`src/rtl/acq_pkg.sv`:
```
// Shared state encoding and constants for the acquisition trigger sequencer.
package acq_pkg;

    typedef enum logic [2:0] {
        ST_IDLE     = 3'd0,
        ST_ARMED    = 3'd1,
        ST_CAPTURE  = 3'd2,
        ST_COMP_RST = 3'd3,
        ST_HOLDOFF  = 3'd4,
        ST_DONE     = 3'd5
    } acq_state_e;

    localparam logic [7:0] MISSED_MAX = 8'd255;

    function automatic logic [7:0] sat_inc(input logic [7:0] v);
        return (v == MISSED_MAX) ? v : v + 8'd1;
    endfunction

endpackage

```
`src/rtl/acq_trig_qualifier.sv`:
```
// Masked rising-edge trigger detect plus software trigger; combinational outputs
// from one registered history bit per source.
module acq_trig_qualifier
    import acq_pkg::*;
#(
    parameter int NUM_SRC = 2
) (
    input  logic               clk,
    input  logic               reset,
    input  logic [NUM_SRC-1:0] trig_in,
    input  logic [NUM_SRC-1:0] mask,
    input  logic               manual,
    output logic               trig_pulse,
    output logic [NUM_SRC-1:0] src_vec
);

    logic [NUM_SRC-1:0] masked;
    logic [NUM_SRC-1:0] prev_q;
    logic [NUM_SRC-1:0] edge_vec;

    assign masked = trig_in & mask;

    always_ff @(posedge clk or posedge reset) begin
        if (reset) prev_q <= '0;
        else       prev_q <= masked;
    end

    assign edge_vec   = masked & ~prev_q;
    assign trig_pulse = manual | (|edge_vec);
    assign src_vec    = manual ? '1 : edge_vec;

endmodule

```
`src/rtl/acq_trigger_sequencer.sv`:
```
// Arms, qualifies triggers and gates fixed-length record writes (wr_en 1 cycle after trigger);
// store_full rejects triggers. Optional TRIG_TIMESTAMP_EN adds trig_ts/ts_valid.
module acq_trigger_sequencer
    import acq_pkg::*;
#(
    parameter int NUM_SRC = 2,
    parameter int LEN_W   = 12,
    parameter int EVT_W   = 8,
    parameter int HOLD_W  = 16,
    parameter int RST_CYC = 4
`ifdef TRIG_TIMESTAMP_EN
    , parameter int TS_W  = 32
`endif
) (
    input  logic               clk,
    input  logic               reset,
    input  logic               cfg_arm,
    input  logic               cfg_disarm,
    input  logic               cfg_auto_rearm,
    input  logic               cfg_manual_trig,
    input  logic [NUM_SRC-1:0] cfg_src_mask,
    input  logic [EVT_W-1:0]   cfg_num_events,
    input  logic [LEN_W-1:0]   cfg_post_len,
    input  logic [HOLD_W-1:0]  cfg_holdoff,
    input  logic [NUM_SRC-1:0] trig_in,
    input  logic               store_full,
    input  logic               readout_done,
    output logic               wr_en,
    output logic               wr_last,
    output logic               comp_reset,
    output logic               armed,
    output logic               acq_done,
    output logic [NUM_SRC-1:0] src_latched,
    output logic [7:0]         missed_trig,
`ifdef TRIG_TIMESTAMP_EN
    output logic [TS_W-1:0]    trig_ts,
    output logic               ts_valid,
`endif
    output logic [2:0]         state
);

    localparam int RC_W = (RST_CYC > 1) ? $clog2(RST_CYC) : 1;

    acq_state_e         state_q;
    logic [NUM_SRC-1:0] mask_q;
    logic [LEN_W-1:0]   len_q, len_cnt_q;
    logic [EVT_W-1:0]   evt_num_q, evt_q;
    logic [HOLD_W-1:0]  hold_q, hold_cnt_q;
    logic [RC_W-1:0]    rst_cnt_q;
    logic               dis_pend_q;
    logic               wr_en_q, wr_last_q, comp_reset_q, armed_q, done_q;
    logic [NUM_SRC-1:0] src_q;
    logic [7:0]         missed_q;

    logic               trig_pulse;
    logic [NUM_SRC-1:0] src_vec;
    logic [EVT_W-1:0]   evt_d, evt_goal;
    logic               finish, accept, miss_ev, busy;

    acq_trig_qualifier #(.NUM_SRC(NUM_SRC)) u_qual (
        .clk        (clk),
        .reset      (reset),
        .trig_in    (trig_in),
        .mask       (mask_q),
        .manual     (cfg_manual_trig),
        .trig_pulse (trig_pulse),
        .src_vec    (src_vec)
    );

    // Programming zero events still yields one record per acquisition.
    assign evt_d    = evt_q + EVT_W'(1);
    assign evt_goal = (evt_num_q == '0) ? EVT_W'(1) : evt_num_q;
    assign finish   = (evt_d == evt_goal) || dis_pend_q || cfg_disarm;
    assign busy     = (state_q == ST_CAPTURE) || (state_q == ST_COMP_RST) || (state_q == ST_HOLDOFF);
    assign accept   = (state_q == ST_ARMED) && !cfg_disarm && trig_pulse && !store_full;
    assign miss_ev  = trig_pulse && (busy || ((state_q == ST_ARMED) && !cfg_disarm && store_full));

    always_ff @(posedge clk or posedge reset) begin
        if (reset) begin
            state_q      <= ST_IDLE;
            mask_q       <= '0;
            len_q        <= '0;
            evt_num_q    <= '0;
            hold_q       <= '0;
            evt_q        <= '0;
            len_cnt_q    <= '0;
            hold_cnt_q   <= '0;
            rst_cnt_q    <= '0;
            dis_pend_q   <= 1'b0;
            wr_en_q      <= 1'b0;
            wr_last_q    <= 1'b0;
            comp_reset_q <= 1'b0;
            armed_q      <= 1'b0;
            done_q       <= 1'b0;
            src_q        <= '0;
        end else begin
            if (cfg_disarm && (busy || state_q == ST_DONE)) dis_pend_q <= 1'b1;
            case (state_q)
                ST_IDLE: begin
                    if (cfg_arm && !cfg_disarm) begin
                        mask_q     <= cfg_src_mask;
                        len_q      <= cfg_post_len;
                        evt_num_q  <= cfg_num_events;
                        hold_q     <= cfg_holdoff;
                        evt_q      <= '0;
                        dis_pend_q <= 1'b0;
                        armed_q    <= 1'b1;
                        state_q    <= ST_ARMED;
                    end
                end
                ST_ARMED: begin
                    if (cfg_disarm) begin
                        armed_q <= 1'b0;
                        state_q <= ST_IDLE;
                    end else if (accept) begin
                        armed_q   <= 1'b0;
                        wr_en_q   <= 1'b1;
                        wr_last_q <= (len_q == '0);
                        len_cnt_q <= '0;
                        src_q     <= src_vec;
                        state_q   <= ST_CAPTURE;
                    end
                end
                ST_CAPTURE: begin
                    if (len_cnt_q == len_q) begin
                        wr_en_q      <= 1'b0;
                        wr_last_q    <= 1'b0;
                        comp_reset_q <= 1'b1;
                        rst_cnt_q    <= '0;
                        state_q      <= ST_COMP_RST;
                    end else begin
                        len_cnt_q <= len_cnt_q + LEN_W'(1);
                        wr_last_q <= ((len_cnt_q + LEN_W'(1)) == len_q);
                    end
                end
                ST_COMP_RST: begin
                    if (rst_cnt_q == RC_W'(RST_CYC - 1)) begin
                        comp_reset_q <= 1'b0;
                        if (hold_q == '0) begin
                            evt_q   <= evt_d;
                            done_q  <= finish;
                            armed_q <= !finish;
                            state_q <= finish ? ST_DONE : ST_ARMED;
                        end else begin
                            hold_cnt_q <= '0;
                            state_q    <= ST_HOLDOFF;
                        end
                    end else begin
                        rst_cnt_q <= rst_cnt_q + RC_W'(1);
                    end
                end
                ST_HOLDOFF: begin
                    if (hold_cnt_q == hold_q - HOLD_W'(1)) begin
                        evt_q   <= evt_d;
                        done_q  <= finish;
                        armed_q <= !finish;
                        state_q <= finish ? ST_DONE : ST_ARMED;
                    end else begin
                        hold_cnt_q <= hold_cnt_q + HOLD_W'(1);
                    end
                end
                ST_DONE: begin
                    if (readout_done) begin
                        done_q     <= 1'b0;
                        dis_pend_q <= 1'b0;
                        evt_q      <= '0;
                        if (cfg_auto_rearm && !dis_pend_q && !cfg_disarm) begin
                            armed_q <= 1'b1;
                            state_q <= ST_ARMED;
                        end else begin
                            state_q <= ST_IDLE;
                        end
                    end
                end
                default: state_q <= ST_IDLE;
            endcase
        end
    end

    // Only an accepted arm clears the rejected-trigger count.
    always_ff @(posedge clk or posedge reset) begin
        if (reset)                                              missed_q <= '0;
        else if (state_q == ST_IDLE && cfg_arm && !cfg_disarm) missed_q <= '0;
        else if (miss_ev)                                       missed_q <= sat_inc(missed_q);
    end

`ifdef TRIG_TIMESTAMP_EN
    logic [TS_W-1:0] ts_cnt_q, trig_ts_q;
    logic            ts_valid_q;

    always_ff @(posedge clk or posedge reset) begin
        if (reset) begin
            ts_cnt_q   <= '0;
            trig_ts_q  <= '0;
            ts_valid_q <= 1'b0;
        end else begin
            ts_cnt_q   <= ts_cnt_q + TS_W'(1);
            ts_valid_q <= accept;
            if (accept) trig_ts_q <= ts_cnt_q;
        end
    end

    assign trig_ts  = trig_ts_q;
    assign ts_valid = ts_valid_q;
`endif

    assign wr_en       = wr_en_q;
    assign wr_last     = wr_last_q;
    assign comp_reset  = comp_reset_q;
    assign armed       = armed_q;
    assign acq_done    = done_q;
    assign src_latched = src_q;
    assign missed_trig = missed_q;
    assign state       = state_q;

endmodule

```
`config.mk`:
```
export PLATFORM = sky130hd
export DESIGN_NAME = acq_trigger_sequencer
export DESIGN_NICKNAME = d
export VERILOG_FILES = /design/src/rtl/acq_pkg.sv /design/src/rtl/acq_trig_qualifier.sv /design/src/rtl/acq_trigger_sequencer.sv
export SDC_FILE = /design/constraint.sdc
export NUM_CORES = 1
export LEC_CHECK = 0
export ABC_AREA = 1
export BUFFER_PORTS_ARGS = -buffer_cell sky130_fd_sc_hd__buf_2
export CAP_MARGIN = 20
export CELL_PAD_IN_SITES_DETAIL_PLACEMENT = 1
export CELL_PAD_IN_SITES_GLOBAL_PLACEMENT = 1
export CORE_AREA = 2 2 99 148
export DETAILED_ROUTE_END_ITERATION = 8
export DIE_AREA = 0 0 101 150
export HOLD_SLACK_MARGIN = 0.1
export PLACE_DENSITY = 0.88
export SLEW_MARGIN = 20
export SYNTH_ARGS = -nofsm -noshare
export SYNTH_HDL_FRONTEND = slang
export SYNTH_SLANG_ARGS = --single-unit
```
`constraint.sdc`:
```
create_clock -name clk -period 5.8 [get_ports clk]
set_input_delay 0 -clock clk [delete_from_list [all_inputs] [get_ports clk]]
set_output_delay 0 -clock clk [all_outputs]
set_load 0.01 [all_outputs]
```
==> run_summary.xml <==
<?xml version="1.0" encoding="UTF-8"?>
<metrics>
  <group name="outcome">
    <metric name="result_of_the_run" unit="">finished clean</metric>
  </group>
  <group name="floorplanning">
    <metric name="total_die_area" unit="um^2">15150</metric>
    <metric name="ios" unit="">66</metric>
    <metric name="fp.dieH" unit="um">150</metric>
    <metric name="floorplan.core_area" unit="um^2">13930</metric>
    <metric name="die_w" unit="um">101</metric>
    <metric name="starting_density_of_the_core" unit="%">44.03</metric>
    <metric name="fp-row-count" unit="">53</metric>
  </group>
  <group name="timing">
    <metric name="timing_hold_violations_final" unit="">0</metric>
    <metric name="grt_setup_unrepaired" unit="">false</metric>
    <metric name="relative_max_transition_margin" unit="%">35.12</metric>
    <metric name="clock.fmax" unit="MHz">388.6</metric>
    <metric name="min_period_over_period" unit="%">44.37</metric>
    <metric name="worst_slew_pin_slew" unit="ps">973.2</metric>
    <metric name="setup-tns-final" unit="ps">0</metric>
    <metric name="final_max_slew_viols" unit="">0</metric>
    <metric name="finalClockSkew" unit="ps">13.51</metric>
    <metric name="post-route-min-period" unit="ps">2574</metric>
    <metric name="finalSetupViolCount" unit="">0</metric>
    <metric name="finalWorstSetupSlack" unit="ps">3226</metric>
  </group>
  <group name="yosys">
    <metric name="mappedNetlistArea" unit="um^2">6131</metric>
    <metric name="synth_area_per_cell" unit="um^2">7.129</metric>
    <metric name="ys_types" unit="">39</metric>
    <metric name="post_synth_main_area_contributors" unit="">dfrtp_1 40%, nand2_1 18%, inv_1 5.7%</metric>
    <metric name="synth-seq-area-share" unit="%">39.59</metric>
    <metric name="number_of_enable_type_register_cells_in_the_synthesized_netlist" unit="">0</metric>
    <metric name="synth_top_area_share" unit="%">39.59</metric>
    <metric name="synthFlopType" unit="">dfrtp_1</metric>
    <metric name="count_of_state_elements_after_synthesis" unit="">97</metric>
    <metric name="netlist_top_cells_count" unit="">288 x nand2_1, 97 x dfrtp_1, 93 x inv_1, 87 x nor2_1, 57 x nand3_1</metric>
    <metric name="synth_fp_nets" unit="">914</metric>
    <metric name="synth_most_common_cell" unit="">nand2_1</metric>
    <metric name="yosysTopAreaCell" unit="">dfrtp_1</metric>
    <metric name="asyncSetResetFlopFracSynth" unit="%">100.0</metric>
    <metric name="synthesis.instances" unit="">860</metric>
    <metric name="ys_warn_count" unit="">0</metric>
  </group>
  <group name="critical_path">
    <metric name="setup.reg_to_reg.worst_slack" unit="ps">3230</metric>
    <metric name="cpMaxStageDelayCell" unit="">clkinv_1</metric>
    <metric name="sequence_of_cells_on_the_critical_path" unit="">nor2_1 &gt; inv_1 &gt; nor2_1 &gt; nand2_1 &gt; clkinv_1 &gt; a31oi_1 &gt; mux2_2</metric>
    <metric name="cp.required" unit="ps">6050</metric>
    <metric name="startpoint_type" unit="">flop</metric>
    <metric name="setup.worst_path.class" unit="">flop to flop</metric>
    <metric name="cp.arrival" unit="ps">2830</metric>
    <metric name="cpPeakStageDelay" unit="ps">660</metric>
    <metric name="worst-r2r-cell-count" unit="">7</metric>
    <metric name="timing.critical_path.depth" unit="">7</metric>
    <metric name="reg2reg_to" unit="">missed_trig[7]</metric>
    <metric name="critical_path.top_delay_family" unit="">buffers and inverters</metric>
    <metric name="end_kind" unit="">flop</metric>
    <metric name="crit_path_max_fanout" unit="">33</metric>
    <metric name="cp_num_buf_inv" unit="">2</metric>
    <metric name="critical_path.reg2reg.startpoint" unit="">state[0]</metric>
    <metric name="critical-path-top-cell-by-count" unit="">nor2_1</metric>
  </group>
  <group name="worst_hold_path">
    <metric name="hold_end" unit="">state[0]</metric>
    <metric name="worst_hold_path_type" unit="">primary input to flop</metric>
    <metric name="hold_path_startpoint" unit="">cfg_auto_rearm</metric>
    <metric name="min_path_cells" unit="">5</metric>
  </group>
  <group name="layout">
    <metric name="final_nets" unit="">1022</metric>
    <metric name="antenna_cells" unit="">0</metric>
    <metric name="instances_no_fill" unit="">1138</metric>
    <metric name="area_growth" unit="%">19.47</metric>
    <metric name="filler_cell_count" unit="">1801</metric>
    <metric name="layout-drive-gt1-share" unit="%">13.57</metric>
  </group>
  <group name="grt">
    <metric name="largest_net_degree_at_the_start_of_global_routing" unit="">72</metric>
    <metric name="grt_first_pass_wirelength" unit="um">32380</metric>
    <metric name="first_global_vias" unit="">6700</metric>
    <metric name="globalRouteOverflowTotal" unit="">0</metric>
    <metric name="grt_antenna_before_repair" unit="">0</metric>
    <metric name="grt_util_all_layers" unit="%">27.59</metric>
  </group>
  <group name="detailed_routing">
    <metric name="detailedRoute.firstIterationViolations" unit="">147</metric>
    <metric name="detail_route.wl_per_cell" unit="um">17.57</metric>
    <metric name="detail_route.drc_violations" unit="">0</metric>
    <metric name="vias_per_cell" unit="">5.386</metric>
    <metric name="routed-via-count" unit="">6129</metric>
    <metric name="detailed_routing_iterations_pass_1" unit="">4</metric>
    <metric name="postRouteWirelength" unit="um">19990</metric>
    <metric name="drt.antenna.violating_nets" unit="">0</metric>
  </group>
  <group name="power_and_ir_drop">
    <metric name="power.switching" unit="mW">1.548</metric>
    <metric name="p_sw_share" unit="%">47.63</metric>
    <metric name="power_per_cell_area" unit="nW/um^2">443.8</metric>
    <metric name="clkPwrFrac" unit="%">18.8</metric>
    <metric name="power_frac_seq" unit="%">35.1</metric>
    <metric name="worst_ir_drop_vdd" unit="mV">0.1832</metric>
    <metric name="totalPowerFinal" unit="mW">3.251</metric>
    <metric name="p_comb_share" unit="%">46.1</metric>
    <metric name="total_leakage_power" unit="nW">3.624</metric>
    <metric name="power_report.internal_total" unit="mW">1.702</metric>
  </group>
  <group name="clocking">
    <metric name="clock_latency" unit="ps">360</metric>
    <metric name="post-cts-setup-buffer-count" unit="">0</metric>
    <metric name="clkSlewWorstSetupHoldPaths" unit="ps">80</metric>
    <metric name="cts.root.buffer_cell" unit="">clkbuf_16</metric>
    <metric name="cts.sink_count" unit="">97</metric>
    <metric name="cts.htree.levels" unit="">3</metric>
    <metric name="clk_path_buf_depth" unit="">2</metric>
    <metric name="numCtsBuffers" unit="">9</metric>
    <metric name="tritoncts" unit="">built</metric>
  </group>
  <group name="placed_design">
    <metric name="preCtsSetupSlack" unit="ps">3208</metric>
    <metric name="placed_cells" unit="">1078</metric>
    <metric name="dpl.hpwl" unit="um">13500</metric>
    <metric name="gp_congestion" unit="">0.8757</metric>
    <metric name="placement.io_buffers" unit="">65</metric>
  </group>
  <group name="run">
    <metric name="cap_violations" unit="">0</metric>
  </group>
</metrics>
## cell families (layout without fill, tap and decap cells)
logic type	count (synthesis)	after routing	share of synthesized area [%]
XOR/XNOR	49	49	7.000
AND/OR/NAND/NOR	514	514	36.82
buffers and inverters	115	228	7.653
multiplexers	3	3	0.5510
AO/OA/AOI/OAI	76	76	7.163
adder cells (fa/ha/maj)	6	6	1.224
flip-flops	97	97	39.59
## power by group through the flow
stage / clock (mW) / sequential [mW] / combinational [mW]
after floorplan: 0 / 1.09 / 1.10
after global placement: 0 / 1.14 / 1.39
after detailed placement: 0 / 1.14 / 1.45
after CTS: 0.611 / 1.13 / 1.49
after global routing: 0.643 / 1.17 / 1.69
final: 0.612 / 1.14 / 1.50
## per-layer routing
layer	track usage, %	share of wire, %
met4	14.80	4.8
met3	4.531	3.0
met2	52.27	54
met5	0	0
met1	28.23	38
## worst min-delay path: stages
cell,delay (ps)
buf_2,120
nand2_1,90
o2111ai_1,100
inv_1,60
o21bai_1,60
## per-stage QoR
| step | cell area, um^2 | util (%) | hold slack (ps) |
|---|---|---|---|
| 3_3_place_gp | 6598 | 47.38 | 5.042 |
| 6_report | 7325 | 52.60 | 120.7 |
| 4_1_cts | 7325 | 52.60 | 112.3 |
| 5_1_grt | 7325 | 52.60 | 160.8 |
| 2_1_floorplan | 6131 | - | 109.6 |
| 3_5_place_dp | 6598 | 47.38 | 9.151 |
## what timing repair did
| action | 4_1_cts | 5_1_grt |
|---|---|---|
| resized for setup | 0 | 0 |
| hold buffers | 44 | 0 |
| hold endpoints to repair | 70 | 0 |
## cell type report
class,instances,area [um^2],share of cell area (%)
Clock inverter,7,61.31,0.8370
Clock buffer,9,225.2,3.075
Tap cell,165,206.4,2.819
Inverter,99,374.1,5.108
Sequential cell,97,2427,33.14
Timing Repair Buffer,113,795.8,10.86
Multi-Input combinational cell,648,3234,44.16
## layout by cell type, fill, tap and decap left out, drive strengths merged, types with 15 or more instances in the layout
| cell type | n |
|---|---|
| inv | 102 |
| a21oi | 15 |
| nor2 | 97 |
| nand3 | 60 |
| nand2 | 301 |
| buf | 69 |
| dfrtp | 97 |
| nor3 | 17 |
| nand4 | 21 |
| o21ai | 53 |
| xnor2 | 16 |
| xor2 | 33 |
| dlygate4sd3 | 44 |
## state kept, by name (all words and copies together), names as in the netlist
| register | cells |
|---|---|
| hold_cnt_q | 16 |
| hold_q | 16 |
| len_cnt_q | 12 |
| len_q | 12 |
| evt_num_q | 8 |
| evt_q | 8 |
| missed_trig | 8 |
| state | 3 |
| mask_q | 2 |
| rst_cnt_q | 2 |
| src_latched | 2 |
| u_qual.prev_q | 2 |
| acq_done | 1 |
| armed | 1 |
| comp_reset | 1 |
| dis_pend_q | 1 |
| wr_en | 1 |
| wr_last | 1 |
## how the worst max path moves through the flow
stage | from | to | slack [ps]
floorplan | reset | acq_done | 3270
global placement | state[0] | missed_trig[7] | 3290
detailed placement | state[0] | missed_trig[7] | 3210
CTS | state[0] | missed_trig[7] | 3180
global route | state[0] | missed_trig[7] | 2980
finish | state[0] | missed_trig[7] | 3230
Power figures use the tool's default switching activity.
